**src/rtl/vector_collector_pkg.sv**
```systemverilog
// Shared FP32 constants and collector state encoding.
// Used by vector_collector and fp32_is_special (build option VECTOR_COLLECTOR_NANFLAG_EN).
package vector_collector_pkg;

    localparam int unsigned FP32_W  = 32;
    localparam int unsigned EXP_MSB = 30;
    localparam int unsigned EXP_LSB = 23;

    localparam logic [7:0]        EXP_ONES      = 8'hFF;
    localparam logic [FP32_W-1:0] FP32_POS_ZERO = 32'h0000_0000;

    // Legacy-compatible state encoding
    localparam logic [0:0] ST_FILL = 1'b0;
    localparam logic [0:0] ST_FULL = 1'b1;

endpackage

```
**src/rtl/vector_collector_if.sv**
```systemverilog
// Scalar input stream and packed-vector output stream of the collector.
// master = producer/consumer side, slave = the collector itself.
interface vector_collector_if #(
    parameter int unsigned VLEN = 4
);
    localparam int unsigned CW = $clog2(VLEN + 1);

    logic                 in_valid;
    logic                 in_ready;
    logic [31:0]          in_data;
    logic                 in_last;
    logic                 out_valid;
    logic                 out_ready;
    logic [32*VLEN-1:0]   out_vector;
    logic [CW-1:0]        out_count;
    logic                 out_err;

    modport master (
        output in_valid, in_data, in_last, out_ready,
        input  in_ready, out_valid, out_vector, out_count, out_err
    );

    modport slave (
        input  in_valid, in_data, in_last, out_ready,
        output in_ready, out_valid, out_vector, out_count, out_err
    );

endinterface

```
**src/rtl/vector_collector_fp32_is_special.sv**
```systemverilog
// Combinational NaN/Inf detect on one FP32 word (exponent all ones).
module fp32_is_special
    import vector_collector_pkg::*;
(
    input  logic [FP32_W-1:0] word,
    output logic              special
);

    assign special = (word[EXP_MSB:EXP_LSB] == EXP_ONES);

endmodule

```
**src/rtl/vector_collector.sv**
```systemverilog
// Packs FP32 scalars into a VLEN-element vector; short vectors are padded with +0.0.
// Build option VECTOR_COLLECTOR_NANFLAG_EN enables the NaN/Inf flag on out_err.
module vector_collector
    import vector_collector_pkg::*;
#(
    parameter int unsigned VLEN = 4
) (
    input  logic             clk,
    input  logic             rst_n,
    vector_collector_if.slave bus
);

    localparam int unsigned CW = $clog2(VLEN + 1);
    localparam logic [CW-1:0] LAST_IDX = CW'(VLEN - 1);

    logic [0:0]              state;
    logic [CW-1:0]           idx;
    logic [FP32_W*VLEN-1:0]  vec;
    logic [CW-1:0]           count;
    logic                    accept;
    logic                    closing;

    assign bus.in_ready   = (state == ST_FILL);
    assign bus.out_valid  = (state == ST_FULL);
    assign bus.out_vector = vec;
    assign bus.out_count  = count;

    assign accept  = bus.in_valid && (state == ST_FILL);
    assign closing = accept && ((idx == LAST_IDX) || bus.in_last);

    // State, element index, packed data and element count
    always_ff @(posedge clk or negedge rst_n) begin
        if (!rst_n) begin
            state <= ST_FILL;
            idx   <= '0;
            vec   <= '0;
            count <= '0;
        end else if (state == ST_FILL) begin
            if (accept) begin
                for (int unsigned i = 0; i < VLEN; i++) begin
                    if (idx == CW'(i)) begin
                        vec[FP32_W*i +: FP32_W] <= bus.in_data;
                    end
                end
                if (closing) begin
                    state <= ST_FULL;
                    count <= idx + CW'(1);
                    idx   <= '0;
                end else begin
                    idx <= idx + CW'(1);
                end
            end
        end else if (bus.out_ready) begin
            // Clearing on handoff is what makes unwritten slots read +0.0 next time
            state <= ST_FILL;
            for (int unsigned i = 0; i < VLEN; i++) begin
                vec[FP32_W*i +: FP32_W] <= FP32_POS_ZERO;
            end
        end
    end

`ifdef VECTOR_COLLECTOR_NANFLAG_EN
    logic in_special;
    logic err;

    fp32_is_special u_is_special (
        .word    (bus.in_data),
        .special (in_special)
    );

    // Sticky NaN/Inf flag over the vector being collected
    always_ff @(posedge clk or negedge rst_n) begin
        if (!rst_n) begin
            err <= 1'b0;
        end else if (accept && in_special) begin
            err <= 1'b1;
        end else if ((state == ST_FULL) && bus.out_ready) begin
            err <= 1'b0;
        end
    end

    assign bus.out_err = err;
`else
    assign bus.out_err = 1'b0;
`endif

endmodule

```
**src/flat_wrapper.sv**
```systemverilog
// flat-port wrapper written by rule: the top's interface ports become plain ports
module vector_collector_flat import vector_collector_pkg::*;
#(
    parameter int unsigned VLEN = 4
)
  (clk, rst_n, bus_in_valid, bus_in_data, bus_in_last, bus_out_ready, bus_in_ready, bus_out_valid, bus_out_vector, bus_out_count, bus_out_err);
  vector_collector_if #(.VLEN(VLEN)) bus_i ();
  input  logic clk;
  input  logic rst_n;
  input wire logic [$bits(bus_i.in_valid)-1:0] bus_in_valid;
  input wire logic [$bits(bus_i.in_data)-1:0] bus_in_data;
  input wire logic [$bits(bus_i.in_last)-1:0] bus_in_last;
  input wire logic [$bits(bus_i.out_ready)-1:0] bus_out_ready;
  output wire logic [$bits(bus_i.in_ready)-1:0] bus_in_ready;
  output wire logic [$bits(bus_i.out_valid)-1:0] bus_out_valid;
  output wire logic [$bits(bus_i.out_vector)-1:0] bus_out_vector;
  output wire logic [$bits(bus_i.out_count)-1:0] bus_out_count;
  output wire logic [$bits(bus_i.out_err)-1:0] bus_out_err;
  assign bus_i.in_valid = bus_in_valid;
  assign bus_i.in_data = bus_in_data;
  assign bus_i.in_last = bus_in_last;
  assign bus_i.out_ready = bus_out_ready;
  assign bus_in_ready = bus_i.in_ready;
  assign bus_out_valid = bus_i.out_valid;
  assign bus_out_vector = bus_i.out_vector;
  assign bus_out_count = bus_i.out_count;
  assign bus_out_err = bus_i.out_err;
  vector_collector #(.VLEN(VLEN)) u_core (.clk(clk), .rst_n(rst_n), .bus(bus_i));
endmodule
```
**config.mk**
```make
export PLATFORM = sky130hd
export DESIGN_NAME = vector_collector_flat
export DESIGN_NICKNAME = d
export VERILOG_FILES = /design/src/rtl/vector_collector_pkg.sv /design/src/rtl/vector_collector_if.sv /design/src/rtl/vector_collector_fp32_is_special.sv /design/src/rtl/vector_collector.sv /design/src/flat_wrapper.sv
export SDC_FILE = /design/constraint.sdc
export NUM_CORES = 1
export LEC_CHECK = 0
export ABC_CLOCK_PERIOD_IN_PS = 1900
export BUFFER_PORTS_ARGS = -buffer_cell sky130_fd_sc_hd__buf_2
export CAP_MARGIN = 25
export CORE_MARGIN = 3
export CORE_UTILIZATION = 51
export DETAILED_ROUTE_END_ITERATION = 8
export PLACE_DENSITY_LB_ADDON = 0.3
export SLEW_MARGIN = 20
export SYNTH_ARGS = -nofsm -noshare
export SYNTH_HDL_FRONTEND = slang
export SYNTH_SLANG_ARGS = --single-unit
export TNS_END_PERCENT = 1
```
**constraint.sdc**
```tcl
create_clock -name clk -period 1.9 [get_ports clk]
set_input_delay 0.19 -clock clk [delete_from_list [all_inputs] [get_ports clk]]
set_output_delay 0.19 -clock clk [all_outputs]
set_load 0.03 [all_outputs]
```
### Word level (Yosys, flattened, before mapping)

Index checks and enable logic that the tools add are counted.

| storage, ports and cells | value |
|---|---|
| register bits | 135 |
| bits in latches | 0 |
| RAM bits | 0 |
| ROM bits | 0 |
| logic and storage cells | 40 |
| memories | 0 |

| operators by class | value |
|---|---|
| $add $sub $neg | 1 |
| $mul | 0 |
| divide/modulo/power cells | 0 |
| magnitude comparators | 0 |
| eq/ne operators | 4 |
| shift operators | 0 |
| mux-type cells | 12 |
| bitwise logic cells | 1 |
| reduce and logical (&&, ||, !) cells | 15 |

Operators with widths:

| kind | count |
|---|---|
| 128-bit 2-to-1 mux | 3 |
| 32-bit 2-to-1 mux | 4 |
| 3-bit AND reduction | 5 |
| 2-bit nonzero test | 5 |
| 3-bit by 2-bit equality test with 1-bit output (second input constant) | 2 |
| 1-bit 2-to-1 mux | 4 |
| 3-bit by 1-bit adder with 3-bit output (second input constant) | 1 |
| 3-bit by 1-bit equality test with 1-bit output (second input constant) | 1 |
| 3-bit logical NOT | 1 |
| 3-bit 2-to-1 mux | 1 |
| 1-bit logical AND | 2 |
| 2-bit inequality test (second input constant) | 1 |
| 2-bit AND reduction | 1 |
| 1-bit logical OR | 1 |
| 1-bit inverter | 1 |

### Logic depth before layout (Yosys ltp)

| logic depth | value |
|---|---|
| depth in word-level cells | 6 |
| mapped depth | 7 |
| gate-level depth less buffers | 5 |

### Least setup slack after synthesis

No wires, ideal clock.

| path | value |
|---|---|
| path kind | reg2reg |
| start point | reg u_core.idx[0] |
| end point | reg u_core.vec[97] (netlist: u_core.bus.out_vector[97]) |
| library setup time | 0.127 ns |
| arrival time | 1.374 ns |
| data required time | 1.773 ns |
| slack | 0.399 ns |
| stages on the path, launching flop included | 8 |
| buffers on the path | 2 |
| period minus slack after synthesis | 1.501 ns |
| cell sequence | dfrtp_1 ha_1 ha_1 and3b_1 buf_2 buf_2 nand2_1 o21ai_0 |

| on the way | value |
|---|---|
| cells in the longest elaborated chain, start to end | 3 |

Ends and longest elaborated chain:

| item | RTL line | source |
|---|---|---|
| start, declared | vector_collector.sv:17 | `logic [CW-1:0] idx;` |
| start signal, assigned | vector_collector.sv:50 | `idx <= idx + CW'(1);` |
| 3-bit by 2-bit equality test with 1-bit output | vector_collector.sv:41 | `if (idx == CW'(i)) begin` |
| 2-bit nonzero test (no source line) | - |  |
| 3-bit AND reduction (no source line) | - |  |
| end signal, assigned by index | vector_collector.sv:42 | `vec[FP32_W*i +: FP32_W] <= bus.in_data;` |
| end, declared | vector_collector.sv:18 | `logic [FP32_W*VLEN-1:0] vec;` |

No other way between the ends.
A chain may end at the register's enable or synchronous reset.

### Final worst setup path

| path | value |
|---|---|
| start point | reg u_core.state (netlist: u_core.bus.out_valid) |
| end point | out bus_in_ready |

| on the way | value |
|---|---|
| cells in the longest elaborated chain, start to end | 1 |

Ends and longest elaborated chain:

| item | RTL line | source |
|---|---|---|
| start, declared | vector_collector.sv:16 | `logic [0:0] state;` |
| start signal, assigned | vector_collector.sv:34 | `state <= ST_FILL;` |
| start signal, assigned | vector_collector.sv:46 | `state <= ST_FULL;` |
| start signal, assigned | vector_collector.sv:55 | `state <= ST_FILL;` |
| 1-bit inverter (no source line) | - |  |
| end, declared | flat_wrapper.sv:14 | `output wire logic [$bits(bus_i.in_ready)-1:0] bus_in_ready;` |

No other way between the ends.

==> impl_metrics.json <==
{
  "status": "finished, final reports clean",
  "drt_iter0_markers": 415,
  "critPathRequiredTime_ns": 1.71,
  "grt_start_max_net_pins": 70,
  "nFillCells": 756,
  "period_share_pct": 90.57,
  "setup_viol": 0,
  "synth_area_leader_cell": "dfrtp_1",
  "cts_tree": "done",
  "worstSetupPathType": "flip-flop to output pin",
  "cts-resized-gates": 0,
  "leakage_nw": 3.757,
  "met2_length_mm": 7.701,
  "routed_via_density": 5.642,
  "highest_layer": "met4",
  "yosys_warnings": 0,
  "cts_root_buf": "clkbuf_8",
  "synth_nets": 583,
  "rows": 37,
  "hold_viol_final": 0,
  "fin_tns_setup_ns": 0,
  "synthTopCellsByArea": "dfrtp_1 60%, o211ai_1 13%, o21ai_0 6.4%",
  "rsz0062_at_grt": "false",
  "m1WireLength_mm": 6.330,
  "clock_path_buffers": 2,
  "cp-end-kind": "output pin",
  "routed_wl_mm": 15.54,
  "synthCells": 541,
  "max_freq_ghz": 0.5811,
  "routed-via-count": 4948,
  "synth_area_sq_um": 5615,
  "period_minus_slack_ns": 1.721,
  "crit_fanout": 16,
  "h-tree-depth": 4,
  "drc": 0,
  "synth_cell_types": 20,
  "detail-route-antenna-nets": 0,
  "power.density_nw_per_um2": 1697,
  "yosys.area.top_type_share_pct": 60.16,
  "synthSimpleGateAreaFrac_pct": 5.682,
  "io_pins": 171,
  "n_antenna_cell": 0,
  "nets": 770,
  "clk_latency_ns": 0.52,
  "die_x_um": 110.9,
  "dpl.hpwl_mm": 10.09,
  "routabilityCongestion": 0.8751,
  "grt_pass1_vias": 4991,
  "seq_area_frac_synth_pct": 60.16,
  "hold_path.class": "primary input to flip-flop",
  "synth_xor_area_share_pct": 0,
  "grt.total_usage_pct": 26.39,
  "grt-ovfl-total": 0,
  "synthMuxAreaShare_pct": 0,
  "wl_met3_mm": 1.181,
  "setup_ws_ns": 0.1791,
  "ys_ff_latch": 135,
  "wl_per_cell_um": 17.71,
  "drive_above_1_share_pct": 30.09,
  "synth_top_family_by_area": "compound AO/OA/AOI/OAI gates",
  "synth_compound_area_share_pct": 25.13,
  "drv_slew": 0,
  "die_area_sq_um": 12310,
  "ir_drop_mv": 0.9326,
  "clock-sinks": 135,
  "areaGrowthSynthToFinish_pct": 33.82,
  "numCtsBuffers": 17,
  "antenna_found_initial": 0,
  "dr.pass1.iters": 5,
  "worst-slew-pin-transition_ns": 0.5726,
  "core_sq_um": 10510,
  "io_buffer_count": 169,
  "relSlewSlack_pct": 61.83,
  "skew_ns": 0.009130,
  "die_h_um": 110.9,
  "power_w": 0.01275,
  "start_kind": "flip-flop",
  "clk_pin_slew_ns": 0.06,
  "hold-worst-slack_ns": 0.09715,
  "post-place-ws_ns": 0.2048,
  "synth_fa_ha_area_share_pct": 1.114,
  "initial_core_util_pct": 53.43,
  "syn_area_per_cell_sq_um": 10.38,
  "cp.arrival_ns": 1.53,
  "cts_setup_buffers": 0,
  "maxCapViolations": 0,
  "grt_pass1_wl_mm": 26.12
}
[worst paths after layout]
path                            cells past startpoint                         end  slack [ns]                       start
worst max-delay path                                2                bus_in_ready        0.18        u_core.bus.out_valid
worst min-delay path                                3               u_core.idx[2]         0.1                bus_in_valid
worst max register to register                      5   u_core.bus.out_vector[98]        0.18               u_core.idx[0]
worst min register to register                      2  u_core.bus.out_vector[100]        0.52  u_core.bus.out_vector[100]
max in group asynchronous                           3   u_core.bus.out_vector[53]        1.35                       rst_n
min in group asynchronous                           3  u_core.bus.out_vector[103]        0.23                       rst_n
[cell usage in the layout, fill, tap and decap left out, types with 3 or more instances in the layout]
master and instances:
clkbuf_16 16, inv_1 36, buf_12 8, dlygate4sd3_1 34, o21ai_0 72, clkinvlp_4 5, o21ai_1 66, clkinv_2 4
o211ai_1 96, ha_1 5, clkbuf_8 3, dfrtp_1 135, nand2_1 68, buf_4 10, buf_2 168
[state kept, by name (all words and copies together) (netlist names)]
signal / count
u_core.bus.out_vector: 128
u_core.bus.out_count: 3
u_core.idx: 3
u_core.bus.out_valid: 1
[layout make-up]
type,instances,area [sq um],share of cell area (%)
flip-flops and latches,135,3378,44.96
multi-input cells,316,1836,24.43
repair buffers,220,1416,18.85
clock buffers,20,445.4,5.927
well taps,136,170.2,2.264
inverters,38,142.6,1.898
clock inverters,12,126.4,1.682
[repair_timing]
item	in CTS	in global routing
endpoints found under the setup margin	0	0
hold buffers	34	0
hold endpoints to repair	246	0
[synthesized netlist by cell type, drive strengths merged]
cell type / n
dfrtp: 135
and3b: 1
o21ai: 138
nand2b: 1
o211ai: 96
conb: 1
clkbuf: 10
buf: 42
nand3: 1
or2: 1
nor2: 1
nand4bb: 3
nand2: 68
ha: 5
inv: 38
[where the power goes]
part           internal, W  switching (W)  leakage (nW)
clock network      0.00193        0.00119         0.269
registers          0.00391       0.000630          1.80
logic              0.00149        0.00361          1.68
[per-layer routing]
layer | global-route usage [%] | vias up
met5 | 0 | -
met4 | 9.606 | 0
met3 | 7.587 | 28
met2 | 42.72 | 227
met1 | 34.02 | 2407
li1 | - | 2286
[through the flow]
| step | utilization, % | instance area (sq um) | std cells |
|---|---|---|---|
| after global placement | 62.83 | 6603 | 811 |
| after global routing | 71.51 | 7515 | 877 |
| after floorplan | - | 5615 | 541 |
| after CTS | 71.51 | 7515 | 877 |
| after detailed placement | 62.83 | 6603 | 811 |
| final | 71.51 | 7515 | 877 |
[cell families (layout without fill, tap and decap cells)]
group           Yosys count  count (layout)
flops                   135             135
compound gates          234             234
other cells               1               1
buf+inv                  90             290
fa+ha+maj                 5               5
simple gates             76              76
[worst max-delay path, stage by stage, from the launching register on]
cell and delay, ns:
dfrtp_1 0.45, inv_2 0.29, buf_2 0.27
(Power assumes the default switching activity.)
